--- src/rtl/muon_event_capture.sv ---
// muon_event_capture
//   Records a WIN_BINS-sample window of all four ADC channels around a single
//   cycle muon TRIG pulse, PRE_BINS of those samples preceding the trigger, into
//   one of two ping-pong buffers. Each capture is tagged with a 32-bit timestamp.
//   The CPU reads a full buffer through a registered port and then releases it.
//
// Optional build macro: MUON_CAPTURE_DEAD_CNT_EN
//   When it is defined, DEAD_CNT counts TRIGs that arrive during a capture.
//   When it is undefined, DEAD_CNT is tied to 0.
//
// Ports
//   CLK120        in   120 MHz clock
//   RESET         in   synchronous, active-high reset
//   TRIG          in   single-cycle muon trigger
//   ADC0..2       in   WCD PMT samples (ADC_W each)
//   ADC_SSD       in   SSD sample (ADC_W)
//   BUF_RELEASE   in   per-buffer pulse: the CPU is done with that buffer
//   RD_BUF        in   readout buffer select
//   RD_ADDR       in   readout sample index
//   RD_DATA       out  {ADC_SSD, ADC2, ADC1, ADC0} at [RD_BUF][RD_ADDR], 1-cycle latency
//   RD_TIME       out  timestamp of buffer RD_BUF, 1-cycle latency
//   BUF_FULL      out  the buffer holds a complete, unread capture
//   CAPTURING     out  a capture is in progress
//   OVERFLOW_CNT  out  TRIGs lost because both buffers were full (saturating)
//   DEAD_CNT      out  TRIGs seen during a capture (optional, saturating)
module muon_event_capture #(
    parameter int ADC_W    = 12,
    parameter int PRE_BINS = 8,
    parameter int WIN_BINS = 32,
    parameter int ADDR_W   = 5
) (
    input  logic                CLK120,
    input  logic                RESET,
    input  logic                TRIG,
    input  logic [ADC_W-1:0]    ADC0,
    input  logic [ADC_W-1:0]    ADC1,
    input  logic [ADC_W-1:0]    ADC2,
    input  logic [ADC_W-1:0]    ADC_SSD,
    input  logic [1:0]          BUF_RELEASE,
    input  logic                RD_BUF,
    input  logic [ADDR_W-1:0]   RD_ADDR,
    output logic [4*ADC_W-1:0]  RD_DATA,
    output logic [31:0]         RD_TIME,
    output logic [1:0]          BUF_FULL,
    output logic                CAPTURING,
    output logic [15:0]         OVERFLOW_CNT,
    output logic [15:0]         DEAD_CNT
);

    localparam int SW = 4 * ADC_W;

    localparam logic [0:0] S_IDLE    = 1'b0;
    localparam logic [0:0] S_CAPTURE = 1'b1;

    // Free-running timestamp
    logic [31:0] tstamp_q;

    always_ff @(posedge CLK120) begin
        if (RESET) tstamp_q <= '0;
        else       tstamp_q <= tstamp_q + 32'd1;
    end

    // Pre-trigger delay line. The tap at PRE_BINS-1 gives the sample from
    // PRE_BINS cycles earlier. This tap feeds every RAM write, so a trigger
    // sample lands at address PRE_BINS.
    logic [SW-1:0] dly_q [PRE_BINS];

    always_ff @(posedge CLK120) begin
        if (RESET) begin
            for (int i = 0; i < PRE_BINS; i++) dly_q[i] <= '0;
        end else begin
            dly_q[0] <= {ADC_SSD, ADC2, ADC1, ADC0};
            for (int i = 1; i < PRE_BINS; i++) dly_q[i] <= dly_q[i-1];
        end
    end

    // Capture FSM
    logic [0:0]        state_q, state_d;
    logic              buf_q, buf_d;
    logic [ADDR_W-1:0] k_q, k_d;
    logic [1:0]        full_q, full_d;
    logic [15:0]       ovf_q, ovf_d;
    logic [31:0]       time_q [2];
    logic              time_we;
    logic              we;
    logic [ADDR_W:0]   waddr;

    always_comb begin
        state_d = state_q;
        buf_d   = buf_q;
        k_d     = k_q;
        // Clearing a bit that is already clear does nothing. This also ignores
        // a release of the buffer that is being captured.
        full_d  = full_q & ~BUF_RELEASE;
        ovf_d   = ovf_q;
        time_we = 1'b0;
        we      = 1'b0;
        waddr   = {buf_q, k_q};
        case (state_q)
            S_IDLE: begin
                if (TRIG) begin
                    if (&full_q) begin
                        if (~&ovf_q) ovf_d = ovf_q + 16'd1;
                    end else begin
                        // Pick the lowest-index empty buffer. Write address 0
                        // in the trigger cycle itself.
                        buf_d   = full_q[0];
                        time_we = 1'b1;
                        we      = 1'b1;
                        waddr   = {full_q[0], {ADDR_W{1'b0}}};
                        k_d     = ADDR_W'(1);
                        state_d = S_CAPTURE;
                    end
                end
            end
            default: begin
                we  = 1'b1;
                k_d = k_q + ADDR_W'(1);
                if (k_q == ADDR_W'(WIN_BINS - 1)) begin
                    full_d[buf_q] = 1'b1;
                    state_d       = S_IDLE;
                end
            end
        endcase
    end

    always_ff @(posedge CLK120) begin
        if (RESET) begin
            state_q   <= S_IDLE;
            buf_q     <= 1'b0;
            k_q       <= '0;
            full_q    <= '0;
            ovf_q     <= '0;
            time_q[0] <= '0;
            time_q[1] <= '0;
        end else begin
            state_q <= state_d;
            buf_q   <= buf_d;
            k_q     <= k_d;
            full_q  <= full_d;
            ovf_q   <= ovf_d;
            if (time_we) time_q[buf_d] <= tstamp_q;
        end
    end

`ifdef MUON_CAPTURE_DEAD_CNT_EN
    logic [15:0] dead_q;

    always_ff @(posedge CLK120) begin
        if (RESET)
            dead_q <= '0;
        else if (state_q == S_CAPTURE && TRIG && ~&dead_q)
            dead_q <= dead_q + 16'd1;
    end

    assign DEAD_CNT = dead_q;
`else
    assign DEAD_CNT = '0;
`endif

    // Sample RAM: both buffers in one array, addressed by {buffer, sample}.
    // The read is registered, so a read and a write to the same address in
    // one cycle return the old data.
    logic [SW-1:0] mem [2*WIN_BINS];
    logic [SW-1:0] rd_data_q;
    logic [31:0]   rd_time_q;

    always_ff @(posedge CLK120) begin
        if (we && !RESET) mem[waddr] <= dly_q[PRE_BINS-1];
    end

    always_ff @(posedge CLK120) begin
        if (RESET) begin
            rd_data_q <= '0;
            rd_time_q <= '0;
        end else begin
            rd_data_q <= mem[{RD_BUF, RD_ADDR}];
            rd_time_q <= time_q[RD_BUF];
        end
    end

    assign RD_DATA      = rd_data_q;
    assign RD_TIME      = rd_time_q;
    assign BUF_FULL     = full_q;
    assign CAPTURING    = (state_q == S_CAPTURE);
    assign OVERFLOW_CNT = ovf_q;

endmodule

--- config.mk ---
export PLATFORM = sky130hd
export DESIGN_NAME = muon_event_capture
export DESIGN_NICKNAME = d
export VERILOG_FILES = /design/src/rtl/muon_event_capture.sv
export SDC_FILE = /design/constraint.sdc
export NUM_CORES = 2
export LEC_CHECK = 0
export ABC_AREA = 1
export BUFFER_PORTS_ARGS = -buffer_cell sky130_fd_sc_hd__buf_4
export CELL_PAD_IN_SITES_DETAIL_PLACEMENT = 2
export CELL_PAD_IN_SITES_GLOBAL_PLACEMENT = 2
export CORE_MARGIN = 5
export CORE_UTILIZATION = 43
export DETAILED_ROUTE_END_ITERATION = 6
export HOLD_SLACK_MARGIN = 0.06
export PLACE_DENSITY_LB_ADDON = 0.12
export SLEW_MARGIN = 20
export SYNTH_ARGS = -nofsm -noshare
export SYNTH_HDL_FRONTEND = slang
export SYNTH_SLANG_ARGS = --single-unit
--- constraint.sdc ---
create_clock -name CLK120 -period 4.3 [get_ports CLK120]
set_input_delay 0.645 -clock CLK120 [delete_from_list [all_inputs] [get_ports CLK120]]
set_output_delay 0.645 -clock CLK120 [all_outputs]
set_load 0.02 [all_outputs]
# Word level (Yosys, flattened, before mapping)
# Memories as Yosys holds them, arrays and structs flattened. A register that Yosys moved wholly into a read port is not among the register bits.
# Index checks and enable logic that the tools add are counted.
# totals
reg_bits,57
ram_bits,3520
input_bits,59
out_inout_bits,115
wordCells,76
n_memories,3
# classes
n_addsub,3
n_lt_le_gt_ge,2
eq_ne,2
n_mux,38
bitwise,13
reduce_logical,9
# mem_list
name,depth,word_bits,read_ports,rd_clocked_by_memory_dff,wr,line_no,text
mem,64,48,1,1,1,164,logic [SW-1:0] mem [2*WIN_BINS];
dly_q,8,48,8,0,8,66,logic [SW-1:0] dly_q [PRE_BINS];
time_q,2,32,1,1,2,83,logic [31:0] time_q [2];
# op_table
cell,n
$mux W48,8
$add A32 B1 Y32 const B,1
$mux W32,1
$reduce_or A32 Y1,1
$mux W1,20
$mux W6,3
$add A16 B1 Y16 const B,1
$reduce_and A16 Y1,1
$mux W5,3
$or A1 B1 Y1,8
$add A5 B1 Y5 const B,1
$eq A5 B5 Y1 const B,1
$reduce_and A5 Y1,1
$mux W2,2
$reduce_and A2 Y1,2
$and A2 B2 Y2,1
$logic_and A1 B1 Y1,2
$lt A1 B2 Y1 const B,1
$ne A2 B2 Y1 const B,1
$not A1 Y1,2
$not A2 Y2,1
$or A2 B2 Y2,1
$reduce_bool A2 Y1,1
$demux W1 S1,1
2 further kinds,2

# Longest topological paths before layout
# depth
depth_word,9
ltp_mapped,14
depth_no_buf,11

# Worst setup path after synthesis
# Ideal clock, no wire load.
# synth_path
path_type,input port to flip-flop
from,input RESET
to,memory mem[10][0] (netlist bit) (enable)
setup_ns,0.454
t_arrival_ns,3.545
required_ns,3.846
setup_slack_ns,0.301
path_stages,4
path_buffers,1
path_cell_list,clkbuf_1 > nor2_1 > nand4_1 > nor2_1
# synth_via
elab_chain_len,4
# synth_lines
element,line_no,text
from (decl),33,"input logic RESET,"
$logic_not A1 Y1,169,if (we && !RESET) mem[waddr] <= dly_q[PRE_BINS-1];
$logic_and A1 B1 Y1,169,
$mux W1,169,
$mux W1 (not written as such),169,
to (decl),164,
# Every way passes these cells.

# Worst setup path in the final report
# layout_path
from,"register full_q[1], in the netlist BUF_FULL[1]"
to,memory mem[49][28] (netlist bit) (enable)
# layout_via
elab_chain_len,7
# layout_lines
element,line_no,text
from (decl),81,"logic [1:0] full_q, full_d;"
from (signal assigned),140,full_q <= full_d;
$reduce_and A2 Y1 (*),102,if (&full_q) begin
$mux W1,102,
$mux W1,101,if (TRIG) begin
$mux W1,99,case (state_q)
$logic_and A1 B1 Y1,169,
$mux W1,169,
$mux W1 (not written as such),169,
# Every way passes the cells marked *; elsewhere a longest branch is shown, timed or not.

==> metrics.md <==
| Metric | Value |
|---|---|
| Status | `complete, no violations` |
| Dpl ws | `0.300 ns` |
| GRT Util Overall | `0.309` |
| Critical path arrival | `4.39 ns` |
| Reg2Reg Setup Slack | `0.49 ns` |
| Post-Place Cells | `16200` |
| Setup_tns | `0 ns` |
| WP data required | `4.88 ns` |
| Relative slew slack | `0.208` |
| Post-Syn Area | `0.141 mm2` |
| Initial Utilization | `0.432` |
| Yosys warns | `0` |
| EDFF count, synth | `3136` |
| Leakage | `58.9 nW` |
| Max-cap violation count | `0` |
| Crit. End Element | `flip-flop` |
| Power per Cell Area | `470 mW/mm2` |
| Period utilization | `0.886` |
| 1st-iter DRT viols | `9475` |
| Actual slew at the worst max-slew pin | `1.19 ns` |
| Clock Root Buffer | `clkbuf_16` |
| Area growth from synthesis to layout | `14.9%` |
| Top cells by count, synth | `nand2_1 (3442), edfxtp_1 (3136), nand3_1 (2691), nor2_1 (788), dfxtp_1 (521)` |
| Gpl congestion | `0.819` |
| Hpwl dp | `300 mm` |
| Layout cells sized above 1 | `0.0967` |
| Via density | `5.87` |
| Final ANT Viol Nets | `0` |
| # setup viols final | `0` |
| Final Non-Filler Cells | `17000` |
| Postcts setup bufs | `0` |
| Initial antenna violation count | `23` |
| Yosys reg bits | `3657` |
| Maximum clock rate | `262 MHz` |
| H-tree levels | `5` |
| Register area share after synthesis | `0.740` |
| Clk slew on worst S/H paths | `0.06 ns` |
| Post-Synthesis Cells | `12100` |
| Setup ws final | `0.490 ns` |
| Final net count | `12400` |
| Top-count cell post-synth | `nand2_1` |
| Synth top area cells | `edfxtp_1 (67%), nand3_1 (9.5%), nand2_1 (9.1%)` |
| Power Total | `76.4 mW` |
| Clock Path Buffers | `4` |
| Clk_skew | `0.0497 ns` |
| Main synth FF type | `edfxtp_1` |
| Final Hold Vio Count | `0` |
| DRT Pass-1 Iters | `5` |
| I/O Pins | `174` |
| I/O Buffers | `157` |
| Sink Count | `3657` |
| Hold Path Class | `input port to flip-flop` |
| Chip Height | `583 um` |
| Placed instance area | `0.149 mm2` |
| Largest net degree at the start of global routing | `216` |
| Crit Path Class | `flip-flop to flip-flop` |
| Die ar. | `0.340 mm2` |
| CORE AREA | `0.327 mm2` |
| Crit path time final | `3.81 ns` |
| Core Rows | `210` |
| Worst-Skew Late Latency | `0.97 ns` |
| Vias in the first global route | `110000` |
| Synth top area share | `0.666` |
| Synth cell types | `40` |
| Drt total wl | `534 mm` |
| Die width | `583 um` |
| WL per Instance | `31.4 um` |
| First-pass GRT wire length | `773 mm` |
| Worst-path maximum fanout | `35` |
| CTS tree | `built` |
| Post-Syn Area per Cell | `11.7 um2` |
| Largest area contributor in the netlist | `edfxtp_1` |
| CTS Buf Count | `392` |
| Post-route cell area | `0.162 mm2` |
| Via count | `99800` |
| Worst-case vdd ir drop | `0.357 mV` |
| CP Launch Type | `flip-flop` |
| FFs w/ async S/R, synth | `0` |
| Count of final max-slew check failures | `0` |
| DRC viols | `0` |
| Total gr overflow | `0` |
| RSZ-0062 raised after global routing | `no` |
[report_power, final]
| group | internal (mW) | total (mW) | switching [mW] |
|---|---|---|---|
| Sequential | 38.2 | 38.3 | 0.130 |
| Clock | 19.6 | 34.0 | 14.4 |
| Combinational | 1.10 | 4.11 | 3.01 |
| Total | 58.9 | 76.4 | 17.5 |
[stage by stage]
stage | utilization | hold slack, ns
after floorplan | - | 0.388
after global placement | 0.456 | 0.382
after detailed placement | 0.456 | 0.391
after CTS | 0.496 | 0.243
after global routing | 0.496 | 0.307
final | 0.496 | 0.333
[flip-flops by register name (all words and copies together) (netlist names)]
register / count
RD_TIME: 32
tstamp_q: 32
OVERFLOW_CNT: 16
time_q: 64
CAPTURING: 1
mem: 3072
buf_q: 1
k_q: 5
RD_DATA: 48
BUF_FULL: 2
dly_q: 384
[kinds of logic (layout without fill, tap and decap cells)]
logic type | after synthesis | count (layout) | synth area share
other | 1 | 28 | 0.0000265
AOI/OAI and AO/OA | 227 | 227 | 0.00844
and+or+nand+nor | 6986 | 6986 | 0.210
adders and majority gates | 4 | 4 | 0.000354
DFF | 3657 | 3657 | 0.740
xor gates and xnor gates | 10 | 10 | 0.000619
buffers and inverters | 1220 | 1764 | 0.0405
[cell usage in the layout (no fill, tap or decap), types with 137 or more instances in the layout]
| cell type | count |
|---|---|
| clkbuf_16 | 403 |
| nor2_1 | 724 |
| nand2_1 | 3442 |
| edfxtp_1 | 3136 |
| inv_1 | 455 |
| nand3_1 | 2691 |
| dfxtp_1 | 473 |
| buf_4 | 392 |
| buf_12 | 137 |
[critical path: stages, from the launching register on]
cell     delay, ns
dfxtp_1       0.30
buf_4         0.16
nand2_1       0.26
a21oi_1       0.35
nor2_1        0.52
nand3_1       0.68
buf_4         0.45
nor2_4        0.18
buf_12        0.39
[per-layer routing]
layer / routed length, um / part of all wire / global-route usage / up-vias
met5: 27 / 0.000051 / 0 / -
met4: 23100 / 0.043 / 0.123 / 4
met3: 32800 / 0.061 / 0.0429 / 905
met2: 265000 / 0.50 / 0.528 / 3640
met1: 213000 / 0.40 / 0.399 / 53000
li1: - / - / - / 42300
[repair_timing]
action | in CTS | in global routing
endpoints found under the setup margin | 0 | 0
hold endpoints to repair | 60 | 0
hold buffers | 51 | 0
resized for setup | 0 | 0
[cell type report]
cell class	count	area, um2
Tap cell	4346	5440
Clock inverter	168	1640
Timing Repair Buffer	586	6280
Antenna cell	12	30.0
Multi-Input combinational cell	7243	31600
Sequential cell	3657	105000
Fill cell	31800	165000
Inverter	462	1780
Clock buffer	548	11000
[final timing paths]
check | from | to | cells past startpoint
worst max-delay path | BUF_FULL[1] | mem[49][28] | 8
worst min-delay path | TRIG | k_q[1] | 4
worst max register to register | BUF_FULL[1] | mem[49][28] | 8
worst min register to register | dly_q[1][97] | dly_q[1][145] | 2
(Power assumes the default switching activity.)
